$ cat config.mk
export PLATFORM = sky130hd
export DESIGN_NAME = alu_cmd_driver
export DESIGN_NICKNAME = d
export VERILOG_FILES = /design/src/rtl/alu_cmd_driver_pkg.sv /design/src/rtl/alu_cmd_driver.sv
export SDC_FILE = /design/constraint.sdc
export NUM_CORES = 1
export LEC_CHECK = 0
export BUFFER_PORTS_ARGS = -buffer_cell sky130_fd_sc_hd__buf_2
export CAP_MARGIN = 20
export CORE_MARGIN = 5
export CORE_UTILIZATION = 45
export DETAILED_ROUTE_END_ITERATION = 16
export GPL_TIMING_DRIVEN = 0
export PLACE_DENSITY = 0.71
export SKIP_CTS_REPAIR_TIMING = 1
export SLEW_MARGIN = 15
export SYNTH_ARGS = -nofsm -noshare
export SYNTH_HDL_FRONTEND = slang
export SYNTH_SLANG_ARGS = --single-unit
$ cat constraint.sdc
create_clock -name clk -period 2.15 [get_ports clk]
set_clock_uncertainty 0.05 [all_clocks]
set_input_delay 0.1075 -clock clk [delete_from_list [all_inputs] [get_ports clk]]
set_output_delay 0.1075 -clock clk [all_outputs]
set_load 0.1 [all_outputs]
$ cat src/rtl/alu_cmd_driver_pkg.sv
// Shared definitions for the ALU command driver: opcode values, legality limit
// and the sequencer state encoding.
package alu_pkg;

  localparam logic [3:0] OP_ADD   = 4'd0;
  localparam logic [3:0] OP_SUB   = 4'd1;
  localparam logic [3:0] OP_SHIFT = 4'd2;
  localparam logic [3:0] OP_CMP   = 4'd3;
  localparam logic [3:0] OP_EXOR  = 4'd4;
  localparam logic [3:0] OP_BCMP  = 4'd5;
  localparam logic [3:0] OP_AND   = 4'd6;
  localparam logic [3:0] OP_NAND  = 4'd7;
  localparam logic [3:0] OP_OR    = 4'd8;
  localparam logic [3:0] OP_NOR   = 4'd9;
  localparam logic [3:0] OP_LAST  = OP_NOR;

  // Upper opcode bits presented to the CPU are always zero.
  localparam int OP_PAD_W = 3;

  typedef enum logic [2:0] {
    ST_IDLE   = 3'd0,
    ST_LOAD_A = 3'd1,
    ST_EXEC   = 3'd2,
    ST_WAIT   = 3'd3,
    ST_RESP   = 3'd4
  } state_t;

  function automatic logic op_legal(input logic [3:0] op);
    return op <= OP_LAST;
  endfunction

endpackage

$ cat src/rtl/alu_cmd_driver.sv
// Sequences one ALU command onto the CPU operand pins (load A, execute with B),
// waits a fixed latency, captures the result and hands it back via valid/ready.
module alu_cmd_driver
  import alu_pkg::*;
#(
  parameter int RESP_LAT = 1,
  parameter int CNT_W    = 16
) (
  input  logic             clk,
  input  logic             rst,
  input  logic             cmd_valid,
  output logic             cmd_ready,
  input  logic [3:0]       cmd_op,
  input  logic [7:0]       cmd_a,
  input  logic [7:0]       cmd_b,
  input  logic             cmd_cin,
  output logic [7:0]       data_in,
  output logic [6:0]       opcode,
  output logic             cin,
  output logic             load,
  output logic             ce,
  input  logic [7:0]       data_out,
  input  logic             cout,
  output logic             res_valid,
  input  logic             res_ready,
  output logic [7:0]       res_data,
  output logic             res_cout,
  output logic             res_err,
  output logic [CNT_W-1:0] issue_cnt
);

  state_t     state, state_nxt;
  logic [3:0] wait_cnt;
  logic [7:0] b_lat;
  logic       cin_lat;
  logic       accept;

  logic [7:0] data_in_nxt;
  logic [6:0] opcode_nxt;
  logic       cin_nxt, load_nxt, ce_nxt, cmd_ready_nxt, res_valid_nxt;
  logic [7:0] res_data_nxt;
  logic       res_cout_nxt, res_err_nxt;

  // cmd_ready is held low for the first cycle after reset, so it gates acceptance.
  assign accept = cmd_ready & cmd_valid;

  always_ff @(posedge clk or negedge rst) begin
    if (!rst) state <= ST_IDLE;
    else      state <= state_nxt;
  end

  always_comb begin
    state_nxt = state;
    case (state)
      ST_IDLE:   if (accept) state_nxt = op_legal(cmd_op) ? ST_LOAD_A : ST_RESP;
      ST_LOAD_A: state_nxt = ST_EXEC;
      ST_EXEC:   state_nxt = ST_WAIT;
      ST_WAIT:   if (wait_cnt == 4'd0) state_nxt = ST_RESP;
      ST_RESP:   if (res_ready) state_nxt = ST_IDLE;
      default:   state_nxt = ST_IDLE;
    endcase
  end

  // Outputs are decoded from the next state and registered.
  always_comb begin
    load_nxt      = (state_nxt == ST_LOAD_A);
    ce_nxt        = (state_nxt == ST_EXEC);
    cmd_ready_nxt = (state_nxt == ST_IDLE);
    res_valid_nxt = (state_nxt == ST_RESP);
    cin_nxt       = (state_nxt == ST_EXEC) ? cin_lat : 1'b0;
    data_in_nxt   = 8'd0;
    opcode_nxt    = opcode;
    res_data_nxt  = res_data;
    res_cout_nxt  = res_cout;
    res_err_nxt   = res_err;
    case (state_nxt)
      ST_IDLE:   opcode_nxt = 7'd0;
      ST_LOAD_A: begin
        data_in_nxt = cmd_a;
        opcode_nxt  = {{OP_PAD_W{1'b0}}, cmd_op};
      end
      ST_EXEC:   data_in_nxt = b_lat;
      default:   ;
    endcase
    if (state == ST_WAIT && state_nxt == ST_RESP) begin
      res_data_nxt = data_out;
      res_cout_nxt = cout;
      res_err_nxt  = 1'b0;
    end else if (state == ST_IDLE && state_nxt == ST_RESP) begin
      res_data_nxt = 8'd0;
      res_cout_nxt = 1'b0;
      res_err_nxt  = 1'b1;
    end
  end

  always_ff @(posedge clk or negedge rst) begin
    if (!rst) begin
      cmd_ready <= 1'b0;
      data_in   <= 8'd0;
      opcode    <= 7'd0;
      cin       <= 1'b0;
      load      <= 1'b0;
      ce        <= 1'b0;
      res_valid <= 1'b0;
      res_data  <= 8'd0;
      res_cout  <= 1'b0;
      res_err   <= 1'b0;
    end else begin
      cmd_ready <= cmd_ready_nxt;
      data_in   <= data_in_nxt;
      opcode    <= opcode_nxt;
      cin       <= cin_nxt;
      load      <= load_nxt;
      ce        <= ce_nxt;
      res_valid <= res_valid_nxt;
      res_data  <= res_data_nxt;
      res_cout  <= res_cout_nxt;
      res_err   <= res_err_nxt;
    end
  end

  always_ff @(posedge clk or negedge rst) begin
    if (!rst) begin
      wait_cnt  <= 4'd0;
      issue_cnt <= '0;
    end else begin
      if (state == ST_EXEC) begin
        wait_cnt  <= 4'(RESP_LAT - 1);
        issue_cnt <= issue_cnt + CNT_W'(1);
      end else if (state == ST_WAIT) begin
        wait_cnt  <= wait_cnt - 4'd1;
      end
    end
  end

  // Operand B and carry are only needed two cycles later; no reset required.
  always_ff @(posedge clk) begin
    if (accept) begin
      b_lat   <= cmd_b;
      cin_lat <= cmd_cin;
    end
  end

endmodule

# Yosys cells after proc, flatten, opt, wreduce, memory -nomap -nowiden
# Index checks and enable logic that the tools add are counted.
[op_classes] n_addsub=2 magnitude_cmp=1 n_eq_ne=7 mux=16 bitwise_logic=1 n_reduce_logical=8
[ops] cell="16-bit by 1-bit adder with 16-bit output, second input constant" count=1
[ops] cell="8-bit two-way mux" count=2
[ops] cell="8-bit one-hot mux with 2 select lines" count=1
[ops] cell="3-bit one-hot mux with 5 select lines" count=1
[ops] cell="7-bit one-hot mux with 2 select lines" count=1
[ops] cell="3-bit two-way mux" count=4
[ops] cell="3-bit by 2-bit == test with 1-bit output, second input constant" count=3
[ops] cell="4-bit two-way mux" count=2
[ops] cell="3-bit by 1-bit == test with 1-bit output, second input constant" count=2
[ops] cell="3-bit == test, second input constant" count=2
[ops] cell="3-bit zero test" count=2
[ops] cell="2-bit nonzero test" count=3
[ops] cell="1-bit two-way mux" count=5
[ops] cell="4-bit <= comparator, second input constant" count=1
[ops] cell="4-bit zero test" count=1
[ops] cell="4-bit by 1-bit subtractor with 4-bit output, second input constant" count=1
[ops] cell="1-bit logical AND" count=2
[ops] cell="1-bit AND" count=1
[totals] ff_bits=62 input_bits=34 out_inout_bits=46 wordCells=50

# Logic depth before layout (Yosys ltp)
[logic_depth] word_depth=8 depth_mapped=7 ltp_nobuf=6

# Worst setup path after synthesis
# OpenSTA, ideal clock, no wires.
[synth_path] path_kind="register to register" from="reg issue_cnt[3]" to="reg issue_cnt[13]" setup_time_ns=0.158 arrival_time_ns=1.929 required_time_ns=1.942 slack_ns=0.013 path_stages_with_launch=5 path_buffers=0 cell_sequence="dfrtp_1 nand3_2 nor4_4 nand4_1 xnor2_1"
[synth_between] elab_chain_cells=1
[synth_rtl] item="start, declared" line_no="alu_cmd_driver.sv:29" rtl="output logic [CNT_W-1:0] issue_cnt"
[synth_rtl] item="start signal, assigned" line_no="alu_cmd_driver.sv:129" rtl="issue_cnt <= issue_cnt + CNT_W'(1);"
[synth_rtl] item="16-bit by 1-bit adder with 16-bit output" line_no="alu_cmd_driver.sv:129"
# No other way between the ends.
# A chain may end at the register's enable or synchronous reset.

# Final worst setup path
[layout_path] from="reg state[2]" to="reg issue_cnt[15]"
[layout_between] elab_chain_cells=1
[layout_rtl] item="start, declared" line_no="alu_cmd_driver.sv:32" rtl="state_t state, state_nxt;"
[layout_rtl] item="start signal, assigned" line_no="alu_cmd_driver.sv:49" rtl="else state <= state_nxt;"
[layout_rtl] item="3-bit by 2-bit == test with 1-bit output" line_no="alu_cmd_driver.sv:127" rtl="if (state == ST_EXEC) begin"
# No other way between the ends.

==> results.yml <==
run_status:
  status: "finished, final reports clean"
global_routing:
  grt_util_met2_pct: 22.1
  overflow: 0
  grt_pass1_vias: 1709
  antenna_found_initial: 0
  grtUsageMet1_pct: 18.5
  groute.usage.overall_pct: 14.5
  grt_pass1_wl_um: 8070
  grt-busiest-layer: "met2"
  grt_max_degree: 51
  met3_usage_pct: 5.13
final_layout:
  drive_gt1_share_pct: 36.2
  final_util_pct: 66.4
  multi_input_area_sq_um: 855
  diodes: 0
  final_common_cell: "buf_2"
  layout.nets: 347
  fin_area_sq_mm: 0.00346
  layout_common_cells: "buf_2, dfrtp_1, dlygate4sd3_1"
  syn_to_final_growth_pct: 41.0
  fill_cells: 390
  seq_area_sq_mm: 0.00152
power:
  powerDensity_mw_per_mm2: 1610
  peakVddDrop_v: 0.00118
  comb_power_share_pct: 51.3
  leakage_uw: 0.00176
  switchingPower_uw: 2860
  clkPwrFrac_pct: 19.5
  power_frac_seq_pct: 29.2
  p_int_uw: 2710
  switching_share_pct: 51.3
clock_network:
  cts_sinks: 59
  insertion_delay_ns: 0.33
  cts_htree_levels: 3
  cts_root_buf: "clkbuf_8"
  numCtsBuffers: 9
  cts_tree: "yes"
  clk_path_buf_depth: 2
  cts.reportedPaths.clkPinSlew_ns: 0.07
worst_setup_path:
  r2r-end: "issue_cnt[15]$_DFFE_PN0P_"
  rrSetupSlack_ns: 0.60
  rr_startpoint: "state[2]$_DFF_PN0_"
  crit_family: "simple AND/OR/NAND/NOR gates"
  critPathLaunchType: "flip-flop"
  crit_arrival_ns: 1.71
  path_cells: "buf_6, nand3b_4, nor4_4, nand4_1, xnor2_1"
  worst-setup-path-type: "reg -> reg"
  reg2regPathDepth: 5
  critPathRequiredTime_ns: 2.32
  slowest_delay_ns: 0.38
  slowest_stage: "dfrtp_1"
  path_buf_inv: 1
  crit_path_end_kind: "flip-flop"
  critPathMaxFanout: 9
timing:
  slew-limit-headroom_pct: 59.2
  hold_viol: 0
  fmax_ghz: 0.647
  fin_setup_tns_ns: 0
  timing.hold.ws_ns: 0.0136
  slew_violations: 0
  worstMarginPinSlew_ns: 0.612
  rsz0062_at_grt: "no"
  finalCritPeriodShare_pct: 71.9
  final.min_clock_period_ns: 1.55
  setup-violations-final: 0
drt:
  wirelength_um: 5360
  post_drt_wl_per_cell_um: 13.9
  viasPerCell: 4.73
  postRouteAntennaNets: 0
  vias: 1822
  drtIter0Drc: 37
  drc_errors: 0
  first_pass_iters: 4
hold_path:
  whs_endpoint: "res_valid$_DFF_PN0_"
  hold_path_class: "in -> reg"
  min_from: "res_ready"
  min_path_cells: 3
placement:
  portBuffers: 76
  hpwlAfterDp_um: 3340
  place_congestion: 0.751
  postPlaceCellArea_sq_mm: 0.00293
logic_synthesis:
  synth_area_per_cell_sq_um: 12.9
  yosysSeqAreaShare_pct: 62.0
  netlist-cell-type-count: 44
  postSynth.asyncResetShare_pct: 84.7
  synth_seq_cells: 59
  syn_inst: 190
  synthFlopType: "dfrtp_1"
  synth-edff-count: 9
  syn_area_sq_mm: 0.00245
  yosys_warnings: 0
floorplanning:
  start_util_pct: 47.1
  num_rows: 26
  die-area_sq_mm: 0.00703
  die_w_um: 83.8
  pin_count: 80
  design.core.area_sq_mm: 0.00520
  die_height_um: 83.8
flow_run:
  max-cap-violations: 0
-- synthesized netlist by cell type, types with 2 or more instances --
cell / count / area [sq um]
dfrtp_1: 50 / 1250
nand2_1: 30 / 113
a22o_1: 14 / 123
xnor2_1: 10 / 87.6
edfxtp_1: 9 / 270
o21ai_1: 9 / 45.0
buf_4: 6 / 45.0
nor2_1: 6 / 22.5
xor2_1: 5 / 43.8
and2_1: 4 / 25.0
nand4_1: 4 / 25.0
and3_1: 3 / 18.8
ha_1: 3 / 37.5
inv_1: 3 / 11.3
buf_6: 2 / 22.5
mux2i_1: 2 / 20.0
nand3_1: 2 / 10.0
o21ai_0: 2 / 10.0
-- final cells by class --
cell class / count / area share (%)
sequential: 59 / 44.0
multi-input combinational: 121 / 24.7
timing repair buffer: 107 / 20.1
clock buffer: 9 / 3.58
clock inverter: 7 / 2.68
tap: 70 / 2.53
buffer: 9 / 2.10
inverter: 3 / 0.326
-- worst max path at each step --
| stage | from | to | cells after the start |
|---|---|---|---|
| final | state[2]$_DFF_PN0_ | issue_cnt[15]$_DFFE_PN0P_ | 5 |
| after floorplan | issue_cnt[3]$_DFFE_PN0P_ | issue_cnt[13]$_DFFE_PN0P_ | 4 |
| after global routing | state[2]$_DFF_PN0_ | issue_cnt[15]$_DFFE_PN0P_ | 5 |
| after global placement | state[2]$_DFF_PN0_ | issue_cnt[15]$_DFFE_PN0P_ | 5 |
| after CTS | state[2]$_DFF_PN0_ | issue_cnt[15]$_DFFE_PN0P_ | 5 |
| after detailed placement | state[2]$_DFF_PN0_ | issue_cnt[15]$_DFFE_PN0P_ | 5 |
-- through the flow --
| stage | setup slack [ns] | std cells | power, uW |
|---|---|---|---|
| 6_report | 0.604 | 385 | 5580 |
| 3_3_place_gp | 0.638 | 338 | 4440 |
| 4_1_cts | 0.581 | 354 | 5570 |
| 3_5_place_dp | 0.600 | 338 | 4470 |
| 2_1_floorplan | 0.0133 | 192 | 4010 |
| 5_1_grt | 0.455 | 385 | 5840 |
-- flip-flops by register name, indices dropped and copies added, names as in the netlist --
signal and count:
state 3, wait_cnt 4, b_lat 8, res_data 8, res_err 1, opcode 4, issue_cnt 16, data_in 8
load 1, cmd_ready 1, cin 1, res_valid 1, cin_lat 1, ce 1, res_cout 1
-- kinds of logic after synthesis --
family,share of synthesized area (%)
fa+ha+maj,1.53
simple gates,17.4
buf+inv,3.42
flops,62.0
xor+xnor,5.36
compound gates,8.83
other cells,0.153
mux,1.28
-- metal layers --
metal | up-vias | wire, um
li1 | 894 | -
met1 | 863 | 2230
met2 | 57 | 2700
met3 | 8 | 354
met4 | 0 | 72
met5 | - | 0
-- power groups by stage --
stage | Combinational, uW | Sequential [uW] | Clock (uW)
after floorplan | 825 | 3180 | 0
after global placement | 2800 | 1640 | 0
after detailed placement | 2830 | 1640 | 0
after CTS | 2840 | 1630 | 1110
after global routing | 3020 | 1670 | 1150
final | 2860 | 1630 | 1090
-- tightest hold or removal path, stage by stage --
cell,delay [ns]
buf_2,0.08
or4b_4,0.12
nand2_1,0.04
Note: power is estimated with default switching activity, not from simulation.
